**src/rtl/multicycle_ctrl_pkg.sv**
```systemverilog
// Shared definitions for the multicycle RV32I-subset control path:
// FSM state encodings, opcode constants, ALUop / ALUsrcB codes and
// the packed control word driven towards the datapath.
// The ALU control unit uses the same ALUop codes.
package multicycle_ctrl_pkg;

   // Main control FSM states (4-bit encoding)
   typedef enum logic [3:0] {
      S_RESET   = 4'd0,
      S_FETCH   = 4'd1,
      S_DECODE  = 4'd2,
      S_R_EXEC  = 4'd3,
      S_R_WB    = 4'd4,
      S_ADDR    = 4'd5,
      S_MEM_RD  = 4'd6,
      S_LD_WB   = 4'd7,
      S_MEM_WR  = 4'd8,
      S_BRANCH  = 4'd9,
      S_ILLEGAL = 4'd10,
      S_HALT    = 4'd11
   } state_t;

   // Opcodes recognised by this core (inst[6:0])
   localparam logic [6:0] OPC_R      = 7'b0110011;
   localparam logic [6:0] OPC_LOAD   = 7'b0000011;
   localparam logic [6:0] OPC_STORE  = 7'b0100011;
   localparam logic [6:0] OPC_BRANCH = 7'b1100011;

   // ALUop codes shared with the ALU control unit
   localparam logic [1:0] ALUOP_ADD   = 2'b00;
   localparam logic [1:0] ALUOP_SUB   = 2'b01;
   localparam logic [1:0] ALUOP_FUNCT = 2'b10;

   // ALU B-input select codes
   localparam logic [1:0] SRCB_RS2  = 2'b00;
   localparam logic [1:0] SRCB_FOUR = 2'b01;
   localparam logic [1:0] SRCB_IMM  = 2'b10;

   // One-hot opcode classification
   typedef struct packed {
      logic is_r;
      logic is_load;
      logic is_store;
      logic is_branch;
      logic is_illegal;
   } opc_class_t;

   // Control word decoded from the current state
   typedef struct packed {
      logic       mem_req;
      logic       mem_read;
      logic       mem_write;
      logic       iord;
      logic       ir_write;
      logic       pc_write;
      logic       pc_write_cond;
      logic       pc_src;
      logic [1:0] alu_op;
      logic       alu_src_a;
      logic [1:0] alu_src_b;
      logic       reg_write;
      logic       mem_to_reg;
      logic       halted;
   } ctrl_t;

   // States that wait on mem_ready and run the timeout counter
   function automatic logic is_wait_state(input state_t s);
      return (s == S_FETCH) || (s == S_MEM_RD) || (s == S_MEM_WR);
   endfunction

endpackage

```
**src/rtl/multicycle_ctrl_if.sv**
```systemverilog
// Bundle between the control FSM and the datapath / unified memory.
// Handshake: the controller raises mem_req (with MemRead or MemWrite)
// and holds it, unchanged, until a cycle in which mem_ready is 1; that
// cycle completes the access. mem_ready outside a request is ignored.
interface multicycle_ctrl_if;
   logic [31:0] inst;
   logic        zero;
   logic        mem_ready;
   logic        mem_req;
   logic        MemRead;
   logic        MemWrite;
   logic        IorD;
   logic        IRwrite;
   logic        PCwrite;
   logic        PCwriteCond;
   logic        PCsrc;
   logic [1:0]  ALUop;
   logic        ALUsrcA;
   logic [1:0]  ALUsrcB;
   logic        RegWrite;
   logic        MemtoReg;
   logic        halted;
   logic        mem_err;

   // Controller side
   modport master (
      input  inst, zero, mem_ready,
      output mem_req, MemRead, MemWrite, IorD, IRwrite, PCwrite, PCwriteCond,
             PCsrc, ALUop, ALUsrcA, ALUsrcB, RegWrite, MemtoReg, halted, mem_err
   );

   // Datapath / memory side
   modport slave (
      output inst, zero, mem_ready,
      input  mem_req, MemRead, MemWrite, IorD, IRwrite, PCwrite, PCwriteCond,
             PCsrc, ALUop, ALUsrcA, ALUsrcB, RegWrite, MemtoReg, halted, mem_err
   );
endinterface

```
**src/rtl/multicycle_ctrl_opcode_class.sv**
```systemverilog
// Combinational classification of the 7-bit opcode into one-hot
// {is_r, is_load, is_store, is_branch, is_illegal}.
module multicycle_ctrl_opcode_class
   import multicycle_ctrl_pkg::*;
(
   input  logic [6:0] opcode,
   output opc_class_t cls
);

   // Decode opcode; anything not recognised is flagged illegal
   always_comb begin
      cls = '0;
      case (opcode)
         OPC_R:      cls.is_r       = 1'b1;
         OPC_LOAD:   cls.is_load    = 1'b1;
         OPC_STORE:  cls.is_store   = 1'b1;
         OPC_BRANCH: cls.is_branch  = 1'b1;
         default:    cls.is_illegal = 1'b1;
      endcase
   end

endmodule

```
**src/rtl/multicycle_ctrl.sv**
```systemverilog
// Main control FSM of the multicycle RV32I-subset core (add/sub/and/or,
// lw, sw, beq). Sequences FETCH/DECODE/EXEC/MEM/WB, drives datapath
// enables and muxes, and runs the memory request/ready handshake with a
// saturating timeout (MEM_TIMEOUT = 0 disables it).
// Optional build macro: ILLEGAL_TRAP_EN -- illegal opcodes halt the core
// instead of retiring as a 3-cycle NOP.
module multicycle_ctrl
   import multicycle_ctrl_pkg::*;
#(
   parameter int MEM_TIMEOUT = 255
) (
   input  logic              clk,
   input  logic              rst,
   multicycle_ctrl_if.master bus,
   output state_t            dbg_state
);

   localparam int CNT_W = (MEM_TIMEOUT < 2) ? 1 : $clog2(MEM_TIMEOUT + 1);
   // Count value in the last permitted wait cycle
   localparam logic [CNT_W-1:0] CNT_LAST = CNT_W'(MEM_TIMEOUT - 1);

   state_t           state_q, state_d;
   logic [CNT_W-1:0] cnt_q, cnt_d;
   logic             mem_err_q, mem_err_d;
   logic             timeout_hit;
   opc_class_t       cls;
   ctrl_t            ctrl;
   logic             unused_inst;

   // Only the opcode field matters here
   assign unused_inst = ^bus.inst[31:7];

   multicycle_ctrl_opcode_class u_opcode_class (
      .opcode (bus.inst[6:0]),
      .cls    (cls)
   );

   // Limit reached in a wait state with no completion this cycle;
   // a mem_ready arriving on the limit cycle still completes the access
   assign timeout_hit = (MEM_TIMEOUT != 0) && is_wait_state(state_q) &&
                        !bus.mem_ready && (cnt_q == CNT_LAST);

   // State, timeout counter and sticky error registers
   always_ff @(posedge clk or posedge rst) begin
      if (rst) begin
         state_q   <= S_RESET;
         cnt_q     <= '0;
         mem_err_q <= 1'b0;
      end else begin
         state_q   <= state_d;
         cnt_q     <= cnt_d;
         mem_err_q <= mem_err_d;
      end
   end

   // Next-state logic
   always_comb begin
      state_d = state_q;
      case (state_q)
         S_RESET:  state_d = S_FETCH;
         S_FETCH: begin
            if (timeout_hit)        state_d = S_HALT;
            else if (bus.mem_ready) state_d = S_DECODE;
         end
         S_DECODE: begin
            if (cls.is_r)                         state_d = S_R_EXEC;
            else if (cls.is_load || cls.is_store) state_d = S_ADDR;
            else if (cls.is_branch)               state_d = S_BRANCH;
            else                                  state_d = S_ILLEGAL;
         end
         S_R_EXEC: state_d = S_R_WB;
         S_R_WB:   state_d = S_FETCH;
         S_ADDR:   state_d = cls.is_load ? S_MEM_RD : S_MEM_WR;
         S_MEM_RD: begin
            if (timeout_hit)        state_d = S_HALT;
            else if (bus.mem_ready) state_d = S_LD_WB;
         end
         S_LD_WB:  state_d = S_FETCH;
         S_MEM_WR: begin
            if (timeout_hit)        state_d = S_HALT;
            else if (bus.mem_ready) state_d = S_FETCH;
         end
         S_BRANCH: state_d = S_FETCH;
`ifdef ILLEGAL_TRAP_EN
         S_ILLEGAL: state_d = S_HALT;
`else
         S_ILLEGAL: state_d = S_FETCH;
`endif
         S_HALT:   state_d = S_HALT;
         default:  state_d = S_RESET;
      endcase
   end

   // Timeout counter: cleared on any state change, counts stalled wait cycles
   always_comb begin
      cnt_d     = cnt_q;
      mem_err_d = mem_err_q | timeout_hit;
      if (state_d != state_q) begin
         cnt_d = '0;
      end else if (is_wait_state(state_q) && !bus.mem_ready && (cnt_q != '1)) begin
         cnt_d = cnt_q + 1'b1;
      end
   end

   // Control word decoded from the state; IRwrite/PCwrite are qualified by
   // the completing fetch and PCwriteCond by the ALU zero flag
   always_comb begin
      ctrl = '0;
      case (state_q)
         S_FETCH: begin
            ctrl.mem_req   = 1'b1;
            ctrl.mem_read  = 1'b1;
            ctrl.iord      = 1'b0;
            ctrl.alu_src_a = 1'b0;
            ctrl.alu_src_b = SRCB_FOUR;
            ctrl.alu_op    = ALUOP_ADD;
            ctrl.ir_write  = bus.mem_ready;
            ctrl.pc_write  = bus.mem_ready;
         end
         S_DECODE: begin
            ctrl.alu_src_a = 1'b0;
            ctrl.alu_src_b = SRCB_IMM;
            ctrl.alu_op    = ALUOP_ADD;
         end
         S_R_EXEC: begin
            ctrl.alu_src_a = 1'b1;
            ctrl.alu_src_b = SRCB_RS2;
            ctrl.alu_op    = ALUOP_FUNCT;
         end
         S_R_WB: begin
            ctrl.reg_write  = 1'b1;
            ctrl.mem_to_reg = 1'b0;
         end
         S_ADDR: begin
            ctrl.alu_src_a = 1'b1;
            ctrl.alu_src_b = SRCB_IMM;
            ctrl.alu_op    = ALUOP_ADD;
         end
         S_MEM_RD: begin
            ctrl.mem_req  = 1'b1;
            ctrl.mem_read = 1'b1;
            ctrl.iord     = 1'b1;
         end
         S_LD_WB: begin
            ctrl.reg_write  = 1'b1;
            ctrl.mem_to_reg = 1'b1;
         end
         S_MEM_WR: begin
            ctrl.mem_req   = 1'b1;
            ctrl.mem_write = 1'b1;
            ctrl.iord      = 1'b1;
         end
         S_BRANCH: begin
            ctrl.alu_src_a     = 1'b1;
            ctrl.alu_src_b     = SRCB_RS2;
            ctrl.alu_op        = ALUOP_SUB;
            ctrl.pc_src        = 1'b1;
            ctrl.pc_write_cond = bus.zero;
         end
         S_HALT:  ctrl.halted = 1'b1;
         default: ctrl = '0;
      endcase
   end

   assign bus.mem_req     = ctrl.mem_req;
   assign bus.MemRead     = ctrl.mem_read;
   assign bus.MemWrite    = ctrl.mem_write;
   assign bus.IorD        = ctrl.iord;
   assign bus.IRwrite     = ctrl.ir_write;
   assign bus.PCwrite     = ctrl.pc_write;
   assign bus.PCwriteCond = ctrl.pc_write_cond;
   assign bus.PCsrc       = ctrl.pc_src;
   assign bus.ALUop       = ctrl.alu_op;
   assign bus.ALUsrcA     = ctrl.alu_src_a;
   assign bus.ALUsrcB     = ctrl.alu_src_b;
   assign bus.RegWrite    = ctrl.reg_write;
   assign bus.MemtoReg    = ctrl.mem_to_reg;
   assign bus.halted      = ctrl.halted;
   assign bus.mem_err     = mem_err_q;
   assign dbg_state       = state_q;

endmodule
```
**src/flat_wrapper.sv**
```systemverilog
// flat-port wrapper written by rule: the top's interface ports become plain ports
module multicycle_ctrl_flat import multicycle_ctrl_pkg::*;
#(
   parameter int MEM_TIMEOUT = 255
)
  (clk, rst, dbg_state, bus_inst, bus_zero, bus_mem_ready, bus_mem_req, bus_MemRead, bus_MemWrite, bus_IorD, bus_IRwrite, bus_PCwrite, bus_PCwriteCond, bus_PCsrc, bus_ALUop, bus_ALUsrcA, bus_ALUsrcB, bus_RegWrite, bus_MemtoReg, bus_halted, bus_mem_err);
  multicycle_ctrl_if bus_i ();
  input  logic clk;
  input  logic rst;
  output state_t dbg_state;
  input wire logic [$bits(bus_i.inst)-1:0] bus_inst;
  input wire logic [$bits(bus_i.zero)-1:0] bus_zero;
  input wire logic [$bits(bus_i.mem_ready)-1:0] bus_mem_ready;
  output wire logic [$bits(bus_i.mem_req)-1:0] bus_mem_req;
  output wire logic [$bits(bus_i.MemRead)-1:0] bus_MemRead;
  output wire logic [$bits(bus_i.MemWrite)-1:0] bus_MemWrite;
  output wire logic [$bits(bus_i.IorD)-1:0] bus_IorD;
  output wire logic [$bits(bus_i.IRwrite)-1:0] bus_IRwrite;
  output wire logic [$bits(bus_i.PCwrite)-1:0] bus_PCwrite;
  output wire logic [$bits(bus_i.PCwriteCond)-1:0] bus_PCwriteCond;
  output wire logic [$bits(bus_i.PCsrc)-1:0] bus_PCsrc;
  output wire logic [$bits(bus_i.ALUop)-1:0] bus_ALUop;
  output wire logic [$bits(bus_i.ALUsrcA)-1:0] bus_ALUsrcA;
  output wire logic [$bits(bus_i.ALUsrcB)-1:0] bus_ALUsrcB;
  output wire logic [$bits(bus_i.RegWrite)-1:0] bus_RegWrite;
  output wire logic [$bits(bus_i.MemtoReg)-1:0] bus_MemtoReg;
  output wire logic [$bits(bus_i.halted)-1:0] bus_halted;
  output wire logic [$bits(bus_i.mem_err)-1:0] bus_mem_err;
  assign bus_i.inst = bus_inst;
  assign bus_i.zero = bus_zero;
  assign bus_i.mem_ready = bus_mem_ready;
  assign bus_mem_req = bus_i.mem_req;
  assign bus_MemRead = bus_i.MemRead;
  assign bus_MemWrite = bus_i.MemWrite;
  assign bus_IorD = bus_i.IorD;
  assign bus_IRwrite = bus_i.IRwrite;
  assign bus_PCwrite = bus_i.PCwrite;
  assign bus_PCwriteCond = bus_i.PCwriteCond;
  assign bus_PCsrc = bus_i.PCsrc;
  assign bus_ALUop = bus_i.ALUop;
  assign bus_ALUsrcA = bus_i.ALUsrcA;
  assign bus_ALUsrcB = bus_i.ALUsrcB;
  assign bus_RegWrite = bus_i.RegWrite;
  assign bus_MemtoReg = bus_i.MemtoReg;
  assign bus_halted = bus_i.halted;
  assign bus_mem_err = bus_i.mem_err;
  multicycle_ctrl #(.MEM_TIMEOUT(MEM_TIMEOUT)) u_core (.clk(clk), .rst(rst), .bus(bus_i), .dbg_state(dbg_state));
endmodule
```
**config.mk**
```make
export PLATFORM = sky130hd
export DESIGN_NAME = multicycle_ctrl_flat
export DESIGN_NICKNAME = d
export VERILOG_FILES = /design/src/rtl/multicycle_ctrl_pkg.sv /design/src/rtl/multicycle_ctrl_if.sv /design/src/rtl/multicycle_ctrl_opcode_class.sv /design/src/rtl/multicycle_ctrl.sv /design/src/flat_wrapper.sv
export SDC_FILE = /design/constraint.sdc
export NUM_CORES = 1
export LEC_CHECK = 0
export ABC_AREA = 1
export CORE_UTILIZATION = 30
export DETAILED_ROUTE_END_ITERATION = 7
export SYNTH_ARGS = -nofsm -noshare
export SYNTH_HDL_FRONTEND = slang
export SYNTH_SLANG_ARGS = --single-unit
```
**constraint.sdc**
```tcl
create_clock -name clk -period 1.9 [get_ports clk]
set_clock_uncertainty 0.2 [all_clocks]
set_input_delay 0.38 -clock clk [delete_from_list [all_inputs] [get_ports clk]]
set_output_delay 0.38 -clock clk [all_outputs]
set_load 0.005 [all_outputs]
```
==> Yosys cells after proc, flatten, opt, wreduce, memory -nomap -nowiden <==
Cells that the tools add are included.
{ "word_totals": {"reg_bits": 13, "in_bits": 36, "out_inout_bits": 21, "elab_cells": 62} }
{ "op_classes": {"add_sub_neg": 1, "eq_ne": 18, "mux": 26, "bitwise": 1, "n_reduce_logical": 13} }
{ "ops": {"columns": ["operator", "n"], "rows": [
  ["4-bit 2-to-1 mux", 9],
  ["4-bit case mux with 8 select lines", 1],
  ["5-bit case mux with 5 select lines", 1],
  ["4-bit by 3-bit == test with 1-bit output (second input constant)", 4],
  ["4-bit == test (second input constant)", 4],
  ["8-bit 2-to-1 mux", 2],
  ["7-bit by 6-bit == test with 1-bit output (second input constant)", 2],
  ["1-bit 2-to-1 mux", 9],
  ["8-bit by 1-bit adder with 8-bit output (second input constant)", 1],
  ["4-bit by 2-bit == test with 1-bit output (second input constant)", 2],
  ["8-bit == test (second input constant)", 1],
  ["8-bit inequality test (second input constant)", 1],
  ["7-bit by 2-bit == test with 1-bit output (second input constant)", 1],
  ["7-bit == test (second input constant)", 1],
  ["2-bit 2-to-1 mux", 3],
  ["5-bit OR reduction", 1],
  ["4-bit by 1-bit == test with 1-bit output (second input constant)", 1],
  ["4-bit zero test", 1],
  ["4-bit inequality test", 1],
  ["2-bit case mux with 2 select lines", 1],
  ["2-bit OR reduction", 2],
  ["1-bit logical AND", 3],
  ["1-bit logical OR", 3],
  ["3-bit OR reduction", 1],
  ["3 further kinds", 3]
]} }

==> Depth between registers and ports, before layout <==
Gate-level depths: netlist of the first run.
{ "depth": {"depth_word": 9, "depth_mapped": 13, "depth_no_buf": 13} }

==> Modules after synthesis <==
From an unflattened synthesis of the first run, not the netlist that was laid out.
{ "hier_totals": {"cells_unflattened": 187, "area_unflattened_um2": 1158.6} }
{ "modules_own_cells": {"columns": ["mod", "n_inst", "cells_per_inst", "area_each_um2", "seq_area_each_um2"], "rows": [
  ["multicycle_ctrl", 1, 171, 1086.0, 325.3],
  ["multicycle_ctrl_opcode_class", 1, 16, 72.6, 0.0]
]} }

==> Least setup slack after synthesis of the first run <==
OpenSTA, ideal clock, no wires.
{ "synth_timing": {"kind": "register to register", "start": "register u_core.state_q[3] (netlist: u_core.dbg_state[3])", "end": "register u_core.cnt_q[0]", "setup_time_ps": 71, "arrival_ps": 1529, "t_required_ps": 1629, "setup_slack_ps": 100, "path_stages_with_launch": 10, "path_buffers": 0, "period_less_slack_ps": 1800, "path_cell_list": "dfrtp_1 > nor2_1 > nand3_1 > o21ai_1 > nor2_1 > nand3_1 > nand2_2 > nor2_4 > nand3_4 > nor2_2"} }
{ "synth_via": {"elab_chain_cells": 9, "elab_cells_between_ends": 28, "classes_between": "eq/ne (12); mux (8); reduce/logical (8)"} }
{ "synth_lines": {"columns": ["element", "line", "text"], "rows": [
  ["start, declared", "multicycle_ctrl.sv:22", "state_t state_q, state_d;"],
  ["start signal, assigned", "multicycle_ctrl.sv:50", "state_q <= state_d;"],
  ["4-bit by 1-bit == test with 1-bit output / 4-bit by 3-bit == test with 1-bit output (equally long branches)", "multicycle_ctrl_pkg.sv:68, multicycle_ctrl.sv:59", null],
  ["1-bit logical OR (2 in a row)", "multicycle_ctrl_pkg.sv:68", "return (s == S_FETCH) || (s == S_MEM_RD) || (s == S_MEM_WR);"],
  ["1-bit logical AND", "multicycle_ctrl.sv:40, multicycle_ctrl.sv:100", null],
  ["1-bit logical AND", "multicycle_ctrl.sv:41", "!bus.mem_ready && (cnt_q == CNT_LAST);"],
  ["4-bit 2-to-1 mux (on tied branches)", "multicycle_ctrl.sv:80, multicycle_ctrl.sv:62, multicycle_ctrl.sv:75", null],
  ["4-bit case mux with 8 select lines", "multicycle_ctrl.sv:59", "case (state_q)"],
  ["4-bit inequality test", "multicycle_ctrl.sv:98", "if (state_d != state_q) begin"],
  ["8-bit 2-to-1 mux / 2-bit nonzero test (equally long branches)", null, null],
  ["end signal, assigned", "multicycle_ctrl.sv:51", "cnt_q <= cnt_d;"],
  ["end, declared", "multicycle_ctrl.sv:23", "logic [CNT_W-1:0] cnt_q, cnt_d;"]
]} }
Several ways; a longest one is shown, not always the timed one.
A chain may end at the register's enable or synchronous reset.

==> Final worst setup path of the first run <==
{ "layout_timing": {"start": "register u_core.state_q[1] (netlist: u_core.dbg_state[1])", "end": "register u_core.cnt_q[5]"} }
{ "layout_via": {"elab_chain_cells": 9, "elab_cells_between_ends": 28, "classes_between": "eq/ne (12); mux (8); reduce/logical (8)"} }
{ "layout_lines": {"columns": ["element", "line", "text"], "rows": [
  ["4-bit by 1-bit == test with 1-bit output / 4-bit by 3-bit == test with 1-bit output (equally long branches)", "multicycle_ctrl_pkg.sv:68, multicycle_ctrl.sv:59", null],
  ["1-bit logical OR (2 in a row)", "multicycle_ctrl_pkg.sv:68", null],
  ["1-bit logical AND", "multicycle_ctrl.sv:40", "assign timeout_hit = (MEM_TIMEOUT != 0) && is_wait_state(state_q) &&"],
  ["1-bit logical AND", "multicycle_ctrl.sv:41", null],
  ["4-bit 2-to-1 mux (on tied branches)", "multicycle_ctrl.sv:80, multicycle_ctrl.sv:62, multicycle_ctrl.sv:75", null],
  ["4-bit case mux with 8 select lines *", "multicycle_ctrl.sv:59", null],
  ["named net u_core.state_d[1]", "multicycle_ctrl.sv:22", null],
  ["4-bit inequality test *", "multicycle_ctrl.sv:98", null],
  ["8-bit 2-to-1 mux / 2-bit nonzero test (equally long branches)", null, null]
]} }
The timed path passes the listed nets; every way through them passes the cells marked *.

==> results of run 1 <==
## cells in the final DEF (no fill, tap or decap), types with 2 or more instances in the layout
cell type        instances
xor2_1                   2
clkbuf_2                 5
nand2_2                 13
nand3_4                  4
dfrtp_2                  2
nor2_2                  13
o21ai_1                  2
nor2_1                   9
buf_2                    9
dfrtp_1                 11
nand2_4                  6
inv_1                   20
dlygate4sd2_1            3
buf_6                   18
nand3_1                  7
nand3_2                  6
buf_4                   42
nand4_1                  5
xnor2_1                  4
inv_4                    2
nand2_1                 24
inv_2                    8
clkdlybuf4s50_1         10
nor2_4                  10
a21oi_2                  2
clkbuf_8                 3
ha_1                     2
## layer usage
metal	vias to the layer above	share of wire [%]	GRT usage, %
met4	0	0.46	2.50
li1	690	-	-
met5	-	0	0
met3	2	2.1	3.21
met2	19	53	31.1
met1	626	44	22.6
## logic make-up after synthesis
| group | after synthesis | share of synthesized area (%) |
|---|---|---|
| simple gates | 101 | 50.1 |
| buf+inv | 32 | 10.7 |
| flops | 13 | 28.1 |
| compound gates | 9 | 4.43 |
| xor+xnor | 6 | 4.54 |
| fa+ha+maj | 2 | 2.16 |
## flip-flops by register name (all words and copies together), names as in the netlist
signal	flops
u_core.bus.mem_err	1
u_core.cnt_q	8
u_core.dbg_state	4
## final cells by class
class                      count  area, sq um
multi-input combinational    118          855
timing repair buffer          89          738
sequential                    13          328
tap                           48         60.1
clock buffer                   3         41.3
fill                         342         1540
clock inverter                 1         5.00
inverter                      31          121
## path summary, 6_finish.rpt
kind                                               startpoint  slack [ns]                       endpoint  depth (start not counted)
worst max-delay path            u_core.dbg_state[1]$_DFF_PP0_       -0.21    u_core.cnt_q[5]$_DFFE_PP0P_                         14
worst min-delay path                                      rst        0.26   u_core.bus.mem_err$_DFF_PP0_                          2
worst max register to register  u_core.dbg_state[1]$_DFF_PP0_       -0.21    u_core.cnt_q[5]$_DFFE_PP0P_                         14
worst min register to register   u_core.bus.mem_err$_DFF_PP0_        0.27   u_core.bus.mem_err$_DFF_PP0_                          2
max in group asynchronous                                 rst        0.88  u_core.dbg_state[1]$_DFF_PP0_                          2
min in group clk                 u_core.bus.mem_err$_DFF_PP0_        0.27   u_core.bus.mem_err$_DFF_PP0_                          2
## repair_timing
item	in CTS	in global routing
resized for setup	105	24
pin swaps	24	21
setup endpoints to repair	27	25
buffers inserted	21	5
## per-stage QoR
stage / cell area [sq um] / total power, W / util, %
global placement: 1780 / 0.00207 / 48.2
CTS: 2110 / 0.00278 / 57.2
finish: 2150 / 0.00286 / 58.2
floorplan: 1160 / 0.00124 / -
detailed placement: 1780 / 0.00209 / 48.2
global route: 2150 / 0.00306 / 58.2
## power by group
part | internal, W | switching, W | leakage [nW] | total, W
Clock | 0.000145 | 0.0000947 | 0.0255 | 0.000239
Sequential | 0.000325 | 0.0000639 | 0.169 | 0.000389
Combinational | 0.00114 | 0.00110 | 0.933 | 0.00224
Total | 0.00161 | 0.00126 | 1.13 | 0.00286
## critical path, delay by kind of cell (launching register included)
| kind | cells | cell delay (ns) |
|---|---|---|
| and+or+nand+nor | 8 | 0.69 |
| buffers and inverters | 5 | 0.50 |
| DFF | 1 | 0.47 |
| AOI/OAI and AO/OA | 1 | 0.16 |
==> impl_metrics.tcl, run 1 <==
set metrics [dict create \
    rsz0062_at_grt "true" \
    worst_skew_pair.late_latency_ns 0.24 \
    viasPerCell 4.41 \
    violations "negative setup slack" \
    ir_drop_uv 555 \
    drc 0 \
    setup_viol 17 \
    cts_tree "built" \
    slew_headroom_pct 67.4 \
    syn2layout_area_growth_pct 85.4 \
    end_kind "flop" \
    grt_max_degree 14 \
    numClockSinks 13 \
    max_freq_mhz 474 \
    cp_slowest_cell "dfrtp_2" \
    antenna_cells 0 \
    hp-class "primary input to asynchronous set/reset pin" \
    yosysTopAreaCell "dfrtp_1" \
    cts_max_level 1 \
    setup_tns_ns -2.01 \
    root_buffer "clkbuf_8" \
    grt_pass1_wl_um 5610 \
    ctsLongestPathBuffers 2 \
    dpl.hpwl_um 2370 \
    io_buffers 31 \
    max_stage_delay_ns 0.47 \
    drive_gt1_share_pct 58.4 \
    ys_seq_area_share_pct 28.1 \
    start_util_pct 31.4 \
    numCtsBuffers 3 \
    synthTopCellsByArea "dfrtp_1 28%, nand2_1 11%, inv_1 7.5%" \
    netlist_area_sq_um 1160 \
    nets 294 \
    yosysWarnings 0 \
    drt_iter0_drc 47 \
    finalWorstPathRequiredPeriod_ns 2.11 \
    grt_pass1_vias 1252 \
    grt_usage_pct 17.6 \
    postRouteAntennaNets 0 \
    p_leak_nw 1.13 \
    pre_cts_slack_ns -0.426 \
    min_period_over_period_pct 111 \
    syn-num-nets 201 \
    path_class "flop to flop" \
    ios 57 \
    rows 22 \
    ys.flop_type "dfrtp_1" \
    worst_pin_slew_ns 0.488 \
    hold_viol_final 0 \
    core_sq_um 3690 \
    grt_antenna_before_repair 0 \
    place_inst 275 \
    crit_fanout 8 \
    layout_setup_ws_ns -0.211 \
    yosysTopAreaCellShare_pct 28.1 \
    ys_async_sr_fraction_pct 100 \
    die_x_um 64.1 \
    cts.clk_slew.worst_paths_ns 0.05 \
    syn_inst 163 \
    drv_cap 0 \
    num_vias 1337 \
    drt-total-wl_um 3450 \
    startpoint_type "flop" \
    whs_ns 0.255 \
    syn_area_per_cell_sq_um 7.11 \
    dr.pass1.iters 4 \
    synth.ff_latch_count 13 \
    power-per-cell-area_nw_per_um2 1330 \
    status "finished, violations left" \
    gp_congestion 0.772 \
    synth_edf_count 0 \
    path_cells "buf_6, nand2_4, inv_4, nand2_4, buf_4, nand2_2, buf_4, a21oi_2, nand3_2, nand2_1, nand2_1, inv_1, nand3_4, nor2_2" \
    slew_viol_final 0 \
    yosysMostFrequentCell "nand2_1" \
    arrival_ns 2.09 \
    wl_per_cell_um 11.4 \
    synthTopCellsByCount "33 x nand2_1, 23 x inv_1, 18 x nor2_1" \
    die_y_um 64.1 \
    final_cells 303 \
    die_area_sq_um 4110 \
    required_ns 1.88 \
    synth_cell_type_count 27 \
    hold_buffers 0 \
    grt_overflow_total 0 \
]
Note: power is estimated with default switching activity, not from simulation.
==> run 2, diff against run 1 <==
--- a/config.mk
+++ b/config.mk
@@ -6,6 +6,7 @@
 export NUM_CORES = 1
 export LEC_CHECK = 0
 export ABC_AREA = 1
+export ABC_CLOCK_PERIOD_IN_PS = 1900
 export CORE_UTILIZATION = 30
 export DETAILED_ROUTE_END_ITERATION = 7
 export SYNTH_ARGS = -nofsm -noshare
==> results of run 2 <==
The final DEF is identical to that of run 1; final timing and power are the same.
==> run 3, diff against run 2 <==
--- a/config.mk
+++ b/config.mk
@@ -8,6 +8,7 @@
 export ABC_AREA = 1
 export ABC_CLOCK_PERIOD_IN_PS = 1900
 export CORE_UTILIZATION = 30
+export CTS_CLUSTER_SIZE = 16
 export DETAILED_ROUTE_END_ITERATION = 7
 export SYNTH_ARGS = -nofsm -noshare
 export SYNTH_HDL_FRONTEND = slang
==> results of run 3 <==
The final DEF is identical to that of run 1; final timing and power are the same.
